==> src/rtl/sdram_pkg.sv <==
// Shared types for the SDRAM request queue: command FSM states and the queued request record.
package sdram_pkg;

    localparam int REQ_ADDR_W = 24;
    localparam int REQ_DATA_W = 16;

    typedef enum logic [1:0] {
        IDLE      = 2'd0,
        ISSUE     = 2'd1,
        WAIT_BUSY = 2'd2,
        WAIT_DONE = 2'd3
    } state_t;

    typedef struct packed {
        logic                  we;
        logic [REQ_ADDR_W-1:0] adr;
        logic [REQ_DATA_W-1:0] data;
    } req_t;

endpackage

==> src/rtl/sdram_req_fifo.sv <==
// Synchronous FIFO of host requests; pointers wrap naturally, count has one extra bit for "full".
module sdram_req_fifo
    import sdram_pkg::*;
#(
    parameter int DEPTH = 8
) (
    input  logic                     clk,
    input  logic                     rst,
    input  logic                     push,
    input  logic                     pop,
    input  req_t                     wdata,
    output req_t                     rdata,
    output logic                     empty,
    output logic [$clog2(DEPTH):0]   count
);

    localparam int PTR_W = $clog2(DEPTH);
    localparam logic [PTR_W:0] FULL_COUNT = (PTR_W + 1)'(DEPTH);

    req_t             mem [DEPTH];
    logic [PTR_W-1:0] wr_ptr;
    logic [PTR_W-1:0] rd_ptr;
    logic             full;
    logic             do_push;
    logic             do_pop;

    assign full    = (count == FULL_COUNT);
    assign empty   = (count == '0);
    assign do_push = push && !full;
    assign do_pop  = pop && !empty;
    assign rdata   = mem[rd_ptr];

    always_ff @(posedge clk or posedge rst) begin
        if (rst) begin
            wr_ptr <= '0;
            rd_ptr <= '0;
            count  <= '0;
        end else begin
            if (do_push) wr_ptr <= wr_ptr + PTR_W'(1);
            if (do_pop)  rd_ptr <= rd_ptr + PTR_W'(1);
            case ({do_push, do_pop})
                2'b10:   count <= count + (PTR_W + 1)'(1);
                2'b01:   count <= count - (PTR_W + 1)'(1);
                default: count <= count;
            endcase
        end
    end

    // Storage needs no reset: only slots below the registered count are ever read.
    always_ff @(posedge clk) begin
        if (do_push) mem[wr_ptr] <= wdata;
    end

endmodule

==> src/rtl/sdram_req_queue.sv <==
// Host front end for memory_controller: queues requests, issues them one at a time paced by RDY,
// and returns read data. ADDR_W/DATA_W must match the widths of sdram_pkg::req_t.
module sdram_req_queue
    import sdram_pkg::*;
#(
    parameter int ADDR_W = REQ_ADDR_W,
    parameter int DATA_W = REQ_DATA_W,
    parameter int DEPTH  = 8
) (
    input  logic              CLK,
    input  logic              RST,
    input  logic              REQ_VALID,
    output logic              REQ_READY,
    input  logic              REQ_WE,
    input  logic [ADDR_W-1:0] REQ_ADR,
    input  logic [DATA_W-1:0] REQ_DATA,
    output logic              RSP_VALID,
    output logic [DATA_W-1:0] RSP_DATA,
    input  logic              RDY,
    input  logic [DATA_W-1:0] DOUT,
    output logic              RE_IN,
    output logic              WE_IN,
    output logic [ADDR_W-1:0] ADR_IN,
    output logic [DATA_W-1:0] DIN
);

    localparam int CNT_W = $clog2(DEPTH) + 1;
    localparam logic [CNT_W-1:0] FULL_COUNT = CNT_W'(DEPTH);

    state_t             state;
    state_t             state_next;
    req_t               cmd;
    req_t               fifo_head;
    req_t               fifo_wdata;
    logic               fifo_pop;
    logic               fifo_empty;
    logic [CNT_W-1:0]   fifo_count;
    logic               rsp_valid_q;
    logic [DATA_W-1:0]  rsp_data_q;

    // Readiness comes from the registered count only, so a pop while full frees the slot next cycle.
    assign REQ_READY  = (fifo_count < FULL_COUNT);
    assign fifo_wdata = '{we: REQ_WE, adr: REQ_ADR, data: REQ_DATA};

    sdram_req_fifo #(
        .DEPTH (DEPTH)
    ) u_fifo (
        .clk   (CLK),
        .rst   (RST),
        .push  (REQ_VALID && REQ_READY),
        .pop   (fifo_pop),
        .wdata (fifo_wdata),
        .rdata (fifo_head),
        .empty (fifo_empty),
        .count (fifo_count)
    );

    always_ff @(posedge CLK or posedge RST) begin
        if (RST) begin
            state <= IDLE;
        end else begin
            state <= state_next;
        end
    end

    always_comb begin
        state_next = state;
        fifo_pop   = 1'b0;
        case (state)
            IDLE: begin
                if (!fifo_empty && RDY) begin
                    state_next = ISSUE;
                    fifo_pop   = 1'b1;
                end
            end
            ISSUE:     state_next = WAIT_BUSY;
            WAIT_BUSY: if (!RDY) state_next = WAIT_DONE;
            WAIT_DONE: if (RDY)  state_next = IDLE;
            default:   state_next = IDLE;
        endcase
    end

    // The command register keeps ADR_IN/DIN stable from one issue to the next.
    always_ff @(posedge CLK or posedge RST) begin
        if (RST) begin
            cmd <= '0;
        end else if (fifo_pop) begin
            cmd <= fifo_head;
        end
    end

    // DOUT is valid on the first RDY-high cycle after a read, i.e. as WAIT_DONE exits.
    always_ff @(posedge CLK or posedge RST) begin
        if (RST) begin
            rsp_valid_q <= 1'b0;
            rsp_data_q  <= '0;
        end else begin
            rsp_valid_q <= 1'b0;
            if (state == WAIT_DONE && RDY && !cmd.we) begin
                rsp_valid_q <= 1'b1;
                rsp_data_q  <= DOUT;
            end
        end
    end

    assign RE_IN     = (state == ISSUE) && !cmd.we;
    assign WE_IN     = (state == ISSUE) && cmd.we;
    assign ADR_IN    = cmd.adr;
    assign DIN       = cmd.data;
    assign RSP_VALID = rsp_valid_q;
    assign RSP_DATA  = rsp_data_q;

endmodule

==> config.mk <==
export PLATFORM = sky130hd
export DESIGN_NAME = sdram_req_queue
export DESIGN_NICKNAME = d
export VERILOG_FILES = /design/src/rtl/sdram_pkg.sv /design/src/rtl/sdram_req_fifo.sv /design/src/rtl/sdram_req_queue.sv
export SDC_FILE = /design/constraint.sdc
export NUM_CORES = 1
export LEC_CHECK = 0
export ABC_AREA = 0
export BUFFER_PORTS_ARGS = -buffer_cell sky130_fd_sc_hd__buf_2
export CORE_ASPECT_RATIO = 1.4
export CORE_UTILIZATION = 60
export CTS_CLUSTER_SIZE = 20
export DETAILED_ROUTE_END_ITERATION = 10
export PLACE_DENSITY_LB_ADDON = 0.2
export SLEW_MARGIN = 10
export SYNTH_ARGS = -nofsm -noshare
export SYNTH_HDL_FRONTEND = slang
export SYNTH_HIERARCHICAL = 1
export SYNTH_SLANG_ARGS = --single-unit
==> constraint.sdc <==
create_clock -name CLK -period 4.8 [get_ports CLK]
set_input_delay 0.24 -clock CLK [delete_from_list [all_inputs] [get_ports CLK]]
set_output_delay 0.24 -clock CLK [all_outputs]
set_load 0.02 [all_outputs]
==> impl_results.md <==
- Longest Clk Path Bufs: 3
- First-pass GRT wire length: 45,830 um
- Pin count of the biggest net entering global routing: 85
- Die area: 0.02740 sq mm
- Lkg Pwr: 0.006772 uW
- Final Util: 70.34%
- Final nets: 960
- TritonCTS Buffers: 36
- Quantity of I/O buffers inserted on ports: 120
- Crit path depth: 10
- H-tree depth: 2
- Netlist Area Pre-Place: 0.01604 sq mm
- Leading cell type in the layout, fill and taps excluded: edfxtp_1
- Via count: 7,331
- Yosys warnings: 6
- Delay of the slowest critical-path stage: 0.55 ns
- Register-to-Register Path Depth: 10
- PwrDens: 598.1 mW/mm^2
- Die Width: 140.2 um
- Worst Hold End: u_fifo/mem[1][17]$_DFFE_PP_
- Layout cells sized above 1: 37.19%
- IO Count: 121
- Fmax: 344.9 MHz
- Post-Route Setup TNS: 0 ns
- Vert. Die Dim: 195.5 um
- Final cell count without fillers: 1,241
- CTS tree: done
- Core area: 0.02619 sq mm
- CP max FO: 9
- R2R setup slack: 1.90 ns
- Placed cell count: 1,118
- Initial DRC count: 422
- Critical path arrival: 3.30 ns
- Routing usage on met3: 3.433%
- Slowest CP cell: or4b_1
- Crit path buf inv count: 2
- WL/cell: 23.83 um
- Pre-CTS setup slack: 1.922 ns
- Cell variety after synth: 38
- Post-route setup slack: 1.901 ns
- Endpoint of the worst-slack reg-to-reg timing path: u_fifo/count[3]$_DFFE_PP0P_
- Antenna viol nets, final: 0
- Seq cells post-synth: 398
- Vias in the first global route: 7,960
- Remaining DRCs: 0
- Register area share after synthesis: 72.32%
- # hold bufs at CTS: 57
- DR pass1 iterations: 4
- Dominant cell type by area after synthesis: edfxtp_1
- Worst path required time: 5.20 ns
- Post-cts gate resize count: 0
- Slew Limit Fails: 0
- Max Clock Skew: 0.01523 ns
- Clock Latency Late Sink: 0.53 ns
- Postcts setup bufs: 0
- Starting Density: 61.25%
- Crit-path cells: nor4_1, nand3b_4, inv_1, o41ai_2, inv_2, ha_1, ha_1, or4b_1, o311ai_1, o211ai_1
- Crit. End Element: flop
- CP most frequent cell: ha_1
- Max IR drop VDD: 0.0003575 V
- Gr ovfl total: 0
- Crit path kind: reg2reg
- Number of core rows: 70
- Busiest layer in global routing: met2
- Root buf cell: clkbuf_16
- Drt via density: 5.907
- Slew at the pin with the worst max-slew slack: 1.165 ns
- Global-route track usage on met2: 39.06%
- Initial antenna violation count: 0
- Grt met1 use: 30.21%
- Final Critical Period: 2.899 ns
- TritonCTS Sinks: 398
- Crit path max-delay family: simple AND/OR/NAND/NOR gates
- Avg Cell Area, Syn: 22.00 sq um
- Unrepaired setup endpoints after global routing: false
- Hold depth: 1
- Final HPWL DP: 16,330 um
- Layout area overhead: 14.84%
- Hold violation count in the final report: 0
- Hold_sp: REQ_ADR[1]
- Final setup violating endpoints: 0
- Routed Wire Length: 29,570 um
- CTS clk-pin slew, worst paths: 0.07 ns
- Largest cells by area after synthesis: edfxtp_1 61%, dfrtp_1 11%, mux4_1 7.7%, mux4_2 4.9%, mux2_2 4.2%
- Ant diodes: 0
- Yosys top cell area share: 61.40%
- RR Startpoint: u_fifo/count[0]$_DFFE_PP0P_
- Outcome: finished, final reports clean
- Total nets after synthesis: 800
- Hold Path Class: in2reg
- Gate Count Post-Synth: 729
- Total GRT Usage: 22.78%
- Most frequent cells in the layout: 328 x edfxtp_1, 120 x buf_2, 67 x dfrtp_1, 60 x mux2_2, 57 x dlygate4sd3_1
- Tcrit/Tclk final: 60.40%
- Critical path launch point type: flop
- Max Cap Viol: 0
- GP Congestion: 0.7372
- Relative slew slack: 22.34%
-- synthesized netlist by cell type --
cell type  instances
a2111o_1           1
a21oi_1            3
and2_1             1
buf_1              1
buf_12             6
buf_2              2
buf_4             40
buf_6              8
clkbuf_1          13
dfrtp_1           70
edfxtp_1         328
fa_1               1
ha_1               9
inv_1             12
inv_2              1
mux2_1             2
mux2_2            60
mux2_4            39
mux2i_1            2
mux4_1            47
mux4_2            35
nand2_1            7
nand2b_1           2
nand3_1            5
nand3b_1           2
nand3b_4           2
nor2_1             6
nor2b_1            2
nor3_1             3
nor3b_1            4
nor4_1             1
o211ai_1           1
o21ai_0            3
o311ai_1           1
o41ai_2            1
or4b_1             2
xnor2_1            5
xor2_1             1
-- state kept, by name, summed over array words and instances (netlist names) --
signal         count
u_fifo/mem       328
ADR_IN            24
DIN               16
RSP_DATA          16
u_fifo/count       4
u_fifo/rd_ptr      3
u_fifo/wr_ptr      3
state              2
RSP_VALID          1
cmd                1
-- metrics by stage --
step	instance area (sq um)	hold WS, ns	total power, uW
after floorplan	16040	0.08018	7598
after global placement	16650	0.2053	8053
after detailed placement	16650	0.2013	8196
after CTS	18420	0.001068	11130
after global routing	18420	0.02759	11480
final	18420	0.02041	11020
-- how the worst max path moves through the flow --
stage,endpoint,start,slack [ns]
after floorplan,u_fifo/mem[1][0]$_DFFE_PP_,u_fifo/count[3]$_DFFE_PP0P_,0.68
after global placement,ADR_IN[10]$_DFFE_PP0P_,u_fifo/rd_ptr[0]$_DFFE_PP0P_,1.98
after detailed placement,u_fifo/count[3]$_DFFE_PP0P_,u_fifo/count[0]$_DFFE_PP0P_,1.92
after CTS,DIN[8]$_DFFE_PP0P_,u_fifo/rd_ptr[0]$_DFFE_PP0P_,1.90
after global routing,u_fifo/count[3]$_DFFE_PP0P_,u_fifo/count[0]$_DFFE_PP0P_,1.77
final,u_fifo/count[3]$_DFFE_PP0P_,u_fifo/count[0]$_DFFE_PP0P_,1.90
-- report_power, final --
part / internal (uW) / switching, uW
Clock: 1680 / 1210
Sequential: 4420 / 581
Combinational: 1690 / 1430
-- cells by family (layout without fill, tap and decap cells) --
family / count (synthesis) / in the layout / share of synthesized area, %
buffers and inverters: 83 / 271 / 3.877
AO/OA/AOI/OAI: 10 / 10 / 0.4602
flip-flops: 398 / 398 / 72.32
multiplexers: 185 / 185 / 20.74
XOR/XNOR: 6 / 6 / 0.3276
adder cells (fa/ha/maj): 10 / 10 / 0.8269
AND/OR/NAND/NOR: 37 / 37 / 1.443
-- area by class of cell --
cell class	count	area [sq um]
Sequential cell	398	11610
Timing Repair Buffer	192	1284
Multi-Input combinational cell	248	3872
Fill cell	1556	7766
Clock buffer	44	982.2
Inverter	13	50.05
Tap cell	324	405.4
Clock inverter	22	217.7
-- routing by layer --
metal,wire length (um),share of wire (%)
met5,0,0
met4,650,2.2
met3,1646,5.6
met2,15340,52
met1,11930,40
No activity file was read; power rests on OpenSTA's default activity.
